==> config.mk <==
export PLATFORM = sky130hd
export DESIGN_NAME = decode_stage_p_flat
export DESIGN_NICKNAME = d
export VERILOG_FILES = /design/src/rtl/decode_pkg.sv /design/src/rtl/decode_stage_p_if.sv /design/src/rtl/regfile_p.sv /design/src/rtl/decode_stage_p.sv /design/src/flat_wrapper.sv
export SDC_FILE = /design/constraint.sdc
export NUM_CORES = 2
export LEC_CHECK = 0
export BUFFER_PORTS_ARGS = -buffer_cell sky130_fd_sc_hd__buf_2
export CAP_MARGIN = 10
export CORE_MARGIN = 2
export CORE_UTILIZATION = 55
export CTS_CLUSTER_DIAMETER = 120
export DETAILED_ROUTE_END_ITERATION = 8
export GPL_ROUTABILITY_DRIVEN = 0
export PLACE_DENSITY_LB_ADDON = 0.12
export SLEW_MARGIN = 20
export SYNTH_ARGS = -nofsm -noshare
export SYNTH_HDL_FRONTEND = slang
export SYNTH_HIERARCHICAL = 1
export SYNTH_SLANG_ARGS = --single-unit
==> constraint.sdc <==
create_clock -name clk -period 4.6 [get_ports clk]
set_input_delay 0.23 -clock clk [delete_from_list [all_inputs] [get_ports clk]]
set_output_delay 0.23 -clock clk [all_outputs]
set_load 0.03 [all_outputs]
==> src/rtl/decode_pkg.sv <==
// decode_pkg: shared encodings for the parametrised decode stage.
//   br_type_e   - branch/jump kind supplied by the external decoder
//   dst_sel_e   - destination register selector
//   pc_src_e    - next-PC source reported to fetch
//   idex_flags_t and IDEX_BUBBLE - flag set written into ID/EX on a bubble
package decode_pkg;

   localparam int XLEN_DEF   = 32;
   localparam int NREG_DEF   = 32;
   localparam int CTRL_W_DEF = 14;
   localparam int AW_DEF     = $clog2(NREG_DEF);

   typedef enum logic [2:0] {
      BR_NONE = 3'd0,
      BR_BEQ  = 3'd1,
      BR_BNE  = 3'd2,
      BR_BLEZ = 3'd3,
      BR_BGTZ = 3'd4,
      BR_J    = 3'd5,
      BR_JR   = 3'd6
   } br_type_e;

   typedef enum logic [1:0] {
      DST_NONE = 2'd0,
      DST_RT   = 2'd1,
      DST_RD   = 2'd2,
      DST_R31  = 2'd3
   } dst_sel_e;

   typedef enum logic [1:0] {
      PC_SEQ    = 2'd0,
      PC_BRANCH = 2'd1,
      PC_JUMP   = 2'd2,
      PC_REG    = 2'd3
   } pc_src_e;

   typedef struct packed {
      logic valid;
      logic we;
      logic is_load;
   } idex_flags_t;

   localparam idex_flags_t IDEX_BUBBLE = '{valid: 1'b0, we: 1'b0, is_load: 1'b0};

   // Branch kinds that read a register in ID and therefore need the operand
   // to be final before they can resolve (plain j does not).
   function automatic logic br_reads_regs(input logic [2:0] t);
      return (t == BR_BEQ) || (t == BR_BNE) || (t == BR_BLEZ) ||
             (t == BR_BGTZ) || (t == BR_JR);
   endfunction

endpackage

==> src/rtl/decode_stage_p_if.sv <==
// decode_stage_p_if: bundle of all decode-stage signals except clk/rst_n.
//   master modport - upstream side (IF/ID, decoder, WB, EX/MEM, fetch)
//   slave  modport - the decode stage itself
interface decode_stage_p_if #(
   parameter int XLEN   = 32,
   parameter int NREG   = 32,
   parameter int CTRL_W = 14
);
   localparam int AW = $clog2(NREG);

   logic              ifid_valid;
   logic [31:0]       ifid_ins;
   logic [XLEN-1:0]   ifid_pc4;
   logic [CTRL_W-1:0] ctrl_in;
   logic [1:0]        dst_sel;
   logic              uses_rs;
   logic              uses_rt;
   logic              is_load;
   logic [2:0]        br_type;
   logic              wb_we;
   logic [AW-1:0]     wb_addr;
   logic [XLEN-1:0]   wb_data;
   logic              exmem_we;
   logic [AW-1:0]     exmem_rd;
   logic              exmem_is_load;
   logic [XLEN-1:0]   exmem_data;
   logic              flush;

   logic              stall_out;
   logic [1:0]        pc_src;
   logic [XLEN-1:0]   target;
   logic              idex_valid;
   logic              idex_we;
   logic              idex_is_load;
   logic [CTRL_W-1:0] idex_ctrl;
   logic [XLEN-1:0]   idex_rs_data;
   logic [XLEN-1:0]   idex_rt_data;
   logic [XLEN-1:0]   idex_imm;
   logic [XLEN-1:0]   idex_pc4;
   logic [AW-1:0]     idex_rs;
   logic [AW-1:0]     idex_rt;
   logic [AW-1:0]     idex_dst;
   logic [15:0]       stall_cnt;

   modport master (
      output ifid_valid, ifid_ins, ifid_pc4, ctrl_in, dst_sel, uses_rs, uses_rt,
             is_load, br_type, wb_we, wb_addr, wb_data, exmem_we, exmem_rd,
             exmem_is_load, exmem_data, flush,
      input  stall_out, pc_src, target, idex_valid, idex_we, idex_is_load,
             idex_ctrl, idex_rs_data, idex_rt_data, idex_imm, idex_pc4,
             idex_rs, idex_rt, idex_dst, stall_cnt
   );

   modport slave (
      input  ifid_valid, ifid_ins, ifid_pc4, ctrl_in, dst_sel, uses_rs, uses_rt,
             is_load, br_type, wb_we, wb_addr, wb_data, exmem_we, exmem_rd,
             exmem_is_load, exmem_data, flush,
      output stall_out, pc_src, target, idex_valid, idex_we, idex_is_load,
             idex_ctrl, idex_rs_data, idex_rt_data, idex_imm, idex_pc4,
             idex_rs, idex_rt, idex_dst, stall_cnt
   );

endinterface

==> src/rtl/regfile_p.sv <==
// regfile_p: NREG x XLEN register file, two combinational read ports and one
// clocked write port. r0 always reads 0; a write in the same cycle to the
// address being read is passed straight through to the read port.
//   i_clk              clock
//   i_we/i_waddr/i_wdata  write port
//   i_raddr_a/o_rdata_a   read port A
//   i_raddr_b/o_rdata_b   read port B
module regfile_p #(
   parameter int XLEN = 32,
   parameter int NREG = 32,
   parameter int AW   = $clog2(NREG)
) (
   input  logic            i_clk,
   input  logic            i_we,
   input  logic [AW-1:0]   i_waddr,
   input  logic [XLEN-1:0] i_wdata,
   input  logic [AW-1:0]   i_raddr_a,
   output logic [XLEN-1:0] o_rdata_a,
   input  logic [AW-1:0]   i_raddr_b,
   output logic [XLEN-1:0] o_rdata_b
);

   logic [XLEN-1:0] r_mem [NREG];
   logic            w_wr_en;

   assign w_wr_en = i_we && (i_waddr != '0);

   always_ff @(posedge i_clk) begin
      if (w_wr_en)
         r_mem[i_waddr] <= i_wdata;
   end

   always_comb begin
      o_rdata_a = r_mem[i_raddr_a];
      if (i_raddr_a == '0)
         o_rdata_a = '0;
      else if (w_wr_en && (i_waddr == i_raddr_a))
         o_rdata_a = i_wdata;
   end

   always_comb begin
      o_rdata_b = r_mem[i_raddr_b];
      if (i_raddr_b == '0)
         o_rdata_b = '0;
      else if (w_wr_en && (i_waddr == i_raddr_b))
         o_rdata_b = i_wdata;
   end

endmodule

==> src/rtl/decode_stage_p.sv <==
// decode_stage_p: instruction-decode stage. Reads operands (with EX/MEM
// forwarding), resolves branches/jumps in ID, detects load-use and branch
// hazards, and registers the result into the ID/EX pipeline register.
//   clk, rst_n  clock and asynchronous active-low reset
//   bus         decode_stage_p_if.slave; IF/ID contents, decoder flags, WB
//               write port and EX/MEM state in; stall/next-PC and ID/EX out
module decode_stage_p
   import decode_pkg::*;
#(
   parameter int XLEN   = 32,
   parameter int NREG   = 32,
   parameter int CTRL_W = 14
) (
   input  logic clk,
   input  logic rst_n,
   decode_stage_p_if.slave bus
);

   localparam int AW = $clog2(NREG);

   logic [AW-1:0]     w_rs, w_rt, w_rd, w_dst;
   logic [XLEN-1:0]   w_rf_rs, w_rf_rt, w_rs_val, w_rt_val;
   logic [XLEN-1:0]   w_imm, w_br_tgt, w_j_tgt, w_target;
   logic              w_rs_live, w_rt_live;
   logic              w_fwd_rs, w_fwd_rt;
   logic              w_ex_rs, w_ex_rt, w_mem_ld_rs, w_mem_ld_rt;
   logic              w_load_use, w_br_haz, w_stall, w_issue, w_we;
   logic              w_eq, w_rs_le0;
   pc_src_e           w_pc_sel;
   logic              w_unused;

   idex_flags_t       r_flags;
   logic [CTRL_W-1:0] r_ctrl;
   logic [XLEN-1:0]   r_rs_data, r_rt_data, r_imm, r_pc4;
   logic [AW-1:0]     r_rs, r_rt, r_dst;
   logic [15:0]       r_stall_cnt;

   // opcode bits are decoded outside this stage
   assign w_unused = ^bus.ifid_ins[31:26];

   assign w_rs = AW'(bus.ifid_ins[25:21]);
   assign w_rt = AW'(bus.ifid_ins[20:16]);
   assign w_rd = AW'(bus.ifid_ins[15:11]);

   regfile_p #(.XLEN(XLEN), .NREG(NREG), .AW(AW)) u_rf (
      .i_clk     (clk),
      .i_we      (bus.wb_we),
      .i_waddr   (bus.wb_addr),
      .i_wdata   (bus.wb_data),
      .i_raddr_a (w_rs),
      .o_rdata_a (w_rf_rs),
      .i_raddr_b (w_rt),
      .o_rdata_b (w_rf_rt)
   );

   // EX/MEM forwarding; a load's data is not ready yet, so it is never used
   assign w_fwd_rs = bus.exmem_we && !bus.exmem_is_load &&
                     (bus.exmem_rd != '0) && (bus.exmem_rd == w_rs);
   assign w_fwd_rt = bus.exmem_we && !bus.exmem_is_load &&
                     (bus.exmem_rd != '0) && (bus.exmem_rd == w_rt);
   assign w_rs_val = w_fwd_rs ? bus.exmem_data : w_rf_rs;
   assign w_rt_val = w_fwd_rt ? bus.exmem_data : w_rf_rt;

   assign w_imm    = {{(XLEN-16){bus.ifid_ins[15]}}, bus.ifid_ins[15:0]};
   assign w_br_tgt = bus.ifid_pc4 + (w_imm << 2);
   assign w_j_tgt  = {bus.ifid_pc4[XLEN-1:28], bus.ifid_ins[25:0], 2'b00};

   always_comb begin
      w_dst = '0;
      case (dst_sel_e'(bus.dst_sel))
         DST_RT:  w_dst = w_rt;
         DST_RD:  w_dst = w_rd;
         DST_R31: w_dst = AW'(31);
         default: w_dst = '0;
      endcase
   end
   assign w_we = (bus.dst_sel != DST_NONE) && (w_dst != '0);

   // Hazard detection: only operands that are actually read and nonzero count
   assign w_rs_live   = bus.uses_rs && (w_rs != '0);
   assign w_rt_live   = bus.uses_rt && (w_rt != '0);
   assign w_ex_rs     = r_flags.valid && r_flags.we && (r_dst == w_rs) && w_rs_live;
   assign w_ex_rt     = r_flags.valid && r_flags.we && (r_dst == w_rt) && w_rt_live;
   assign w_mem_ld_rs = bus.exmem_we && bus.exmem_is_load &&
                        (bus.exmem_rd == w_rs) && w_rs_live;
   assign w_mem_ld_rt = bus.exmem_we && bus.exmem_is_load &&
                        (bus.exmem_rd == w_rt) && w_rt_live;

   assign w_load_use = r_flags.is_load && (w_ex_rs || w_ex_rt);
   assign w_br_haz   = br_reads_regs(bus.br_type) &&
                       (w_ex_rs || w_ex_rt || w_mem_ld_rs || w_mem_ld_rt);
   assign w_stall    = bus.ifid_valid && (w_load_use || w_br_haz);
   assign w_issue    = bus.ifid_valid && !w_stall && !bus.flush;

   assign w_eq     = (w_rs_val == w_rt_val);
   assign w_rs_le0 = w_rs_val[XLEN-1] || (w_rs_val == '0);

   always_comb begin
      w_pc_sel = PC_SEQ;
      w_target = w_br_tgt;
      case (br_type_e'(bus.br_type))
         BR_BEQ:  if (w_eq)      w_pc_sel = PC_BRANCH;
         BR_BNE:  if (!w_eq)     w_pc_sel = PC_BRANCH;
         BR_BLEZ: if (w_rs_le0)  w_pc_sel = PC_BRANCH;
         BR_BGTZ: if (!w_rs_le0) w_pc_sel = PC_BRANCH;
         BR_J: begin
            w_pc_sel = PC_JUMP;
            w_target = w_j_tgt;
         end
         BR_JR: begin
            w_pc_sel = PC_REG;
            w_target = w_rs_val;
         end
         default: w_pc_sel = PC_SEQ;
      endcase
   end

   assign bus.stall_out = w_stall && !bus.flush;
   assign bus.pc_src    = w_issue ? w_pc_sel : PC_SEQ;
   assign bus.target    = w_target;

   // ID/EX register: data fields always load, flags/ctrl are zeroed on a bubble
   always_ff @(posedge clk or negedge rst_n) begin
      if (!rst_n) begin
         r_flags     <= IDEX_BUBBLE;
         r_ctrl      <= '0;
         r_rs_data   <= '0;
         r_rt_data   <= '0;
         r_imm       <= '0;
         r_pc4       <= '0;
         r_rs        <= '0;
         r_rt        <= '0;
         r_dst       <= '0;
         r_stall_cnt <= '0;
      end else begin
         if (w_issue) begin
            r_flags <= '{valid: 1'b1, we: w_we, is_load: bus.is_load};
            r_ctrl  <= bus.ctrl_in;
         end else begin
            r_flags <= IDEX_BUBBLE;
            r_ctrl  <= '0;
         end
         r_rs_data <= w_rs_val;
         r_rt_data <= w_rt_val;
         r_imm     <= w_imm;
         r_pc4     <= bus.ifid_pc4;
         r_rs      <= w_rs;
         r_rt      <= w_rt;
         r_dst     <= w_dst;
         if (w_stall && !bus.flush && (r_stall_cnt != 16'hFFFF))
            r_stall_cnt <= r_stall_cnt + 16'd1;
      end
   end

   assign bus.idex_valid   = r_flags.valid;
   assign bus.idex_we      = r_flags.we;
   assign bus.idex_is_load = r_flags.is_load;
   assign bus.idex_ctrl    = r_ctrl;
   assign bus.idex_rs_data = r_rs_data;
   assign bus.idex_rt_data = r_rt_data;
   assign bus.idex_imm     = r_imm;
   assign bus.idex_pc4     = r_pc4;
   assign bus.idex_rs      = r_rs;
   assign bus.idex_rt      = r_rt;
   assign bus.idex_dst     = r_dst;
   assign bus.stall_cnt    = r_stall_cnt;

endmodule

==> src/flat_wrapper.sv <==
// flat-port wrapper written by rule: the top's interface ports become plain ports
module decode_stage_p_flat import decode_pkg::*;
#(
   parameter int XLEN   = 32,
   parameter int NREG   = 32,
   parameter int CTRL_W = 14
)
  (clk, rst_n, bus_ifid_valid, bus_ifid_ins, bus_ifid_pc4, bus_ctrl_in, bus_dst_sel, bus_uses_rs, bus_uses_rt, bus_is_load, bus_br_type, bus_wb_we, bus_wb_addr, bus_wb_data, bus_exmem_we, bus_exmem_rd, bus_exmem_is_load, bus_exmem_data, bus_flush, bus_stall_out, bus_pc_src, bus_target, bus_idex_valid, bus_idex_we, bus_idex_is_load, bus_idex_ctrl, bus_idex_rs_data, bus_idex_rt_data, bus_idex_imm, bus_idex_pc4, bus_idex_rs, bus_idex_rt, bus_idex_dst, bus_stall_cnt);
  decode_stage_p_if #(.XLEN(XLEN), .NREG(NREG), .CTRL_W(CTRL_W)) bus_i ();
  input  logic clk;
  input  logic rst_n;
  input wire logic [$bits(bus_i.ifid_valid)-1:0] bus_ifid_valid;
  input wire logic [$bits(bus_i.ifid_ins)-1:0] bus_ifid_ins;
  input wire logic [$bits(bus_i.ifid_pc4)-1:0] bus_ifid_pc4;
  input wire logic [$bits(bus_i.ctrl_in)-1:0] bus_ctrl_in;
  input wire logic [$bits(bus_i.dst_sel)-1:0] bus_dst_sel;
  input wire logic [$bits(bus_i.uses_rs)-1:0] bus_uses_rs;
  input wire logic [$bits(bus_i.uses_rt)-1:0] bus_uses_rt;
  input wire logic [$bits(bus_i.is_load)-1:0] bus_is_load;
  input wire logic [$bits(bus_i.br_type)-1:0] bus_br_type;
  input wire logic [$bits(bus_i.wb_we)-1:0] bus_wb_we;
  input wire logic [$bits(bus_i.wb_addr)-1:0] bus_wb_addr;
  input wire logic [$bits(bus_i.wb_data)-1:0] bus_wb_data;
  input wire logic [$bits(bus_i.exmem_we)-1:0] bus_exmem_we;
  input wire logic [$bits(bus_i.exmem_rd)-1:0] bus_exmem_rd;
  input wire logic [$bits(bus_i.exmem_is_load)-1:0] bus_exmem_is_load;
  input wire logic [$bits(bus_i.exmem_data)-1:0] bus_exmem_data;
  input wire logic [$bits(bus_i.flush)-1:0] bus_flush;
  output wire logic [$bits(bus_i.stall_out)-1:0] bus_stall_out;
  output wire logic [$bits(bus_i.pc_src)-1:0] bus_pc_src;
  output wire logic [$bits(bus_i.target)-1:0] bus_target;
  output wire logic [$bits(bus_i.idex_valid)-1:0] bus_idex_valid;
  output wire logic [$bits(bus_i.idex_we)-1:0] bus_idex_we;
  output wire logic [$bits(bus_i.idex_is_load)-1:0] bus_idex_is_load;
  output wire logic [$bits(bus_i.idex_ctrl)-1:0] bus_idex_ctrl;
  output wire logic [$bits(bus_i.idex_rs_data)-1:0] bus_idex_rs_data;
  output wire logic [$bits(bus_i.idex_rt_data)-1:0] bus_idex_rt_data;
  output wire logic [$bits(bus_i.idex_imm)-1:0] bus_idex_imm;
  output wire logic [$bits(bus_i.idex_pc4)-1:0] bus_idex_pc4;
  output wire logic [$bits(bus_i.idex_rs)-1:0] bus_idex_rs;
  output wire logic [$bits(bus_i.idex_rt)-1:0] bus_idex_rt;
  output wire logic [$bits(bus_i.idex_dst)-1:0] bus_idex_dst;
  output wire logic [$bits(bus_i.stall_cnt)-1:0] bus_stall_cnt;
  assign bus_i.ifid_valid = bus_ifid_valid;
  assign bus_i.ifid_ins = bus_ifid_ins;
  assign bus_i.ifid_pc4 = bus_ifid_pc4;
  assign bus_i.ctrl_in = bus_ctrl_in;
  assign bus_i.dst_sel = bus_dst_sel;
  assign bus_i.uses_rs = bus_uses_rs;
  assign bus_i.uses_rt = bus_uses_rt;
  assign bus_i.is_load = bus_is_load;
  assign bus_i.br_type = bus_br_type;
  assign bus_i.wb_we = bus_wb_we;
  assign bus_i.wb_addr = bus_wb_addr;
  assign bus_i.wb_data = bus_wb_data;
  assign bus_i.exmem_we = bus_exmem_we;
  assign bus_i.exmem_rd = bus_exmem_rd;
  assign bus_i.exmem_is_load = bus_exmem_is_load;
  assign bus_i.exmem_data = bus_exmem_data;
  assign bus_i.flush = bus_flush;
  assign bus_stall_out = bus_i.stall_out;
  assign bus_pc_src = bus_i.pc_src;
  assign bus_target = bus_i.target;
  assign bus_idex_valid = bus_i.idex_valid;
  assign bus_idex_we = bus_i.idex_we;
  assign bus_idex_is_load = bus_i.idex_is_load;
  assign bus_idex_ctrl = bus_i.idex_ctrl;
  assign bus_idex_rs_data = bus_i.idex_rs_data;
  assign bus_idex_rt_data = bus_i.idex_rt_data;
  assign bus_idex_imm = bus_i.idex_imm;
  assign bus_idex_pc4 = bus_i.idex_pc4;
  assign bus_idex_rs = bus_i.idex_rs;
  assign bus_idex_rt = bus_i.idex_rt;
  assign bus_idex_dst = bus_i.idex_dst;
  assign bus_stall_cnt = bus_i.stall_cnt;
  decode_stage_p #(.XLEN(XLEN), .NREG(NREG), .CTRL_W(CTRL_W)) u_core (.clk(clk), .rst_n(rst_n), .bus(bus_i));
endmodule
==> metrics.txt <==
status finished, violations left; failing checks negative setup slack; post-detailed-route count of antenna-violating nets 0; number of I/O port buffers 371; R2R cell count 10; drc violations 0; router iterations before antenna repair 6; Synth Area in XOR/XNOR 0.935%; main combinational cell family by area after synthesis multiplexers; clk root buf clkbuf_16; origin of the worst setup path u_core/u_rf/r_mem[29][31]$_DFFE_PP_; H-Tree Depth 3; Setup crit end kind output pin; mux cell area share after synthesis 20.5%; area grow syn2layout 19.7%; crit path time final 4.60 ns; final total power 0.0256 W; Max FO, Critical Path 3; worst hold path class in2reg; Die Height 326 um; Post-synth EDFFs 1,024; post-synthesis simple-gate area fraction 5.30%; slowest stage delay, CP 0.50 ns; hpwl dp 136,000 um; clk_lat worst skew 0.74 ns; DIE WIDTH 326 um; CP startpoint kind flop; critical path, cell by cell mux4_2, a21o_1, a222oi_1, a31oi_2, a21boi_0, o211a_1, nor4b_1, nor4b_1, nand4_1, mux2i_1, nand3_1, buf_6; post-synth cell types 80; Ports 378; Post-Route WL 203,000 um; RSZ-0062 raised after global routing yes; Max Cap Viol 0; Critical Path RT 4.37 ns; area of the multi-input gates 21,400 um2; Hold Vio Cnt, Final 0; Worst Clk Skew 0.0296 ns; final worst slack -0.000210 ns; vias in the first global route 40,563; gr ovfl total 0; Final #Nets 4,435; area leader, netlist edfxtp_1; post-route clock period utilization 100%; WL/cell 35.5 um; CP Buf/Inv Count 1; dominant synthesized flop cell edfxtp_1; WP depth 12; slack of the worst reg-to-reg path 1.60 ns; initial antenna violation count 16; Peak VDD IR 0.353 mV; Initial Utilization 55.3%; placed insts 5,366; Mapped Area 57,100 um2; total clock sinks 1,184; WS Path Type reg2out; commonest non-fill, non-tap cells in the layout 1,024 x edfxtp_1, 390 x mux4_2, 360 x buf_2, 262 x buf_4, 236 x mux2i_1; Slew Limit Fails 0; Overall Global Routing Usage 37.7%; worst r2r dst u_core/bus.stall_cnt[9]$_DFFE_PN0P_; Worst Tran Pin Value 1.10 ns; Yosys top cell area share 53.8%; Bufs on Longest Clock Path 3; endpoints failing setup 1; Leak Pwr 24.6 nW; Synth Area in Adders 0.692%; WP data arrival 4.37 ns; layout cells sized above 1 33.5%; via count 40,623; Core Box Area 103,000 um2; Slew headroom 26.2%; num rows 118; final cell count without fillers 5,730; pwr dens 375 nW/um2; Post-Synthesis Mean Instance Area 16.2 um2; fmax 217 MHz; most common cell after layout, fill and taps aside edfxtp_1; drt first-iter violations 5,611; CTS tree done; synth warn 6; top cells by area, synth edfxtp_1 54%, mux4_2 15%, dfrtp_1 7.0%, mux2i_1 4.1%, a211oi_1 1.2%; most frequent cell on the critical path nor4b_1; Critical R2R Launch u_core/bus.idex_dst[4]$_DFF_PN0_; global-route wire length before repair 287,000 um; pre-CTS WS 0.0106 ns; largest net degree at the start of global routing 143; DR vias/cell 7.09; die area 106,000 um2; final core occ 66.2%; Critical Path Sink bus_pc_src[0]; ys async rst share 13.5%; Compound-Gate Fraction of Synth Area 9.04%; Yosys reg bits 1,184; register area 34,800 um2; Slowest-stage cell, CP a222oi_1; proportion of synthesized chip area in sequential cells 60.8%; FILL cells 7,107; crit-path leading delay family compound AO/OA/AOI/OAI gates; Worst-path clk slew 0.06 ns; cells after synthesis 3,537; cts bufs inserted 121
## registers in the layout, indices dropped and copies added, names as in the netlist, 5 cells and up
name and cells:
u_core/bus.idex_ctrl 14, u_core/bus.idex_rs 5, u_core/bus.idex_pc4 32, u_core/bus.idex_rs_data 32, u_core/bus.idex_rt 5, u_core/bus.idex_rt_data 32
u_core/bus.idex_dst 5, u_core/u_rf/r_mem 1024, u_core/bus.idex_imm 16, u_core/bus.stall_cnt 16
## layer usage
metal	GRT usage, %	share of wire (%)	routed length [um]	up-vias
met5	0	0.027	55	-
met4	21.3	6.8	13800	8
met3	10.9	13	25600	645
met2	59.7	46	94300	3094
met1	46.9	34	69600	20793
li1	-	-	-	16083
## what timing repair did
action                     4_1_cts  5_1_grt
pin swaps                        5       20
hold endpoints to repair       643        0
setup endpoints to repair        1        4
buffers inserted                 3        0
gates resized for setup         32       42
hold buffers                   125        0
gates cloned                     0        0
## worst min path at each step
stage	startpoint	end	slack (ns)	depth (start not counted)
finish	bus_wb_data[19]	u_core/u_rf/r_mem[1][19]$_DFFE_PP_	0.04	1
floorplan	rst_n	u_core/bus.idex_ctrl[0]$_DFF_PN0_	-0.07	0
CTS	bus_wb_data[28]	u_core/u_rf/r_mem[28][28]$_DFFE_PP_	0.001	1
global placement	rst_n	u_core/bus.idex_rt[0]$_DFF_PN0_	0.07	1
global route	bus_wb_data[3]	u_core/u_rf/r_mem[4][3]$_DFFE_PP_	0.04	2
detailed placement	rst_n	u_core/bus.idex_rt[0]$_DFF_PN0_	0.08	1
## stage by stage
step	instance area (um2)	TNS, ns	hold slack (ns)
after CTS	68300	0	0.00137
after global placement	63000	-0.00493	0.0698
final	68400	-0.000210	0.0375
after floorplan	57300	0	-0.0656
after detailed placement	63000	0	0.0777
after global routing	68400	-0.0386	0.0353
## final cells by class
cell class	instances	area share, %
Tap cell	1380	2.52
Sequential cell	1184	50.8
Clock buffer	147	4.68
Inverter	23	0.126
Antenna cell	9	0.0329
Multi-Input combinational cell	2084	31.3
Clock inverter	80	1.03
Timing Repair Buffer	823	9.48
## power breakdown
part           total [W]  switching, W  internal [W]
combinational    0.00384       0.00239       0.00145
sequential        0.0121      0.000119        0.0119
clock            0.00975       0.00425       0.00550
total             0.0256       0.00676        0.0189
## synth_stat cells (41+ instances only)
library cell / n
a211oi_1: 88
and3_1: 41
clkbuf_1: 133
xnor2_1: 43
edfxtp_1: 1024
o221ai_1: 44
nand2_1: 138
mux2_2: 48
o21ai_0: 95
dfrtp_1: 160
buf_2: 70
a21oi_1: 84
mux4_2: 390
nand3_1: 55
a22oi_1: 71
mux2i_1: 236
o22ai_1: 41
nor2_1: 106
## kinds of logic after synthesis
logic type / count (synthesis)
flip-flops: 1184
AO/OA/AOI/OAI: 706
multiplexers: 675
AND/OR/NAND/NOR: 579
buffers and inverters: 300
XOR/XNOR: 61
adder cells (fa/ha/maj): 31
other: 1
## worst register-to-register path: cells and delay by family (launching register included)
family	cells	cell delay (ns)
AO/OA/AOI/OAI	2	0.67
XOR/XNOR	2	0.36
buffers and inverters	1	0.20
flip-flops	1	0.43
AND/OR/NAND/NOR	5	1.25
Power figures use the tool's default switching activity.
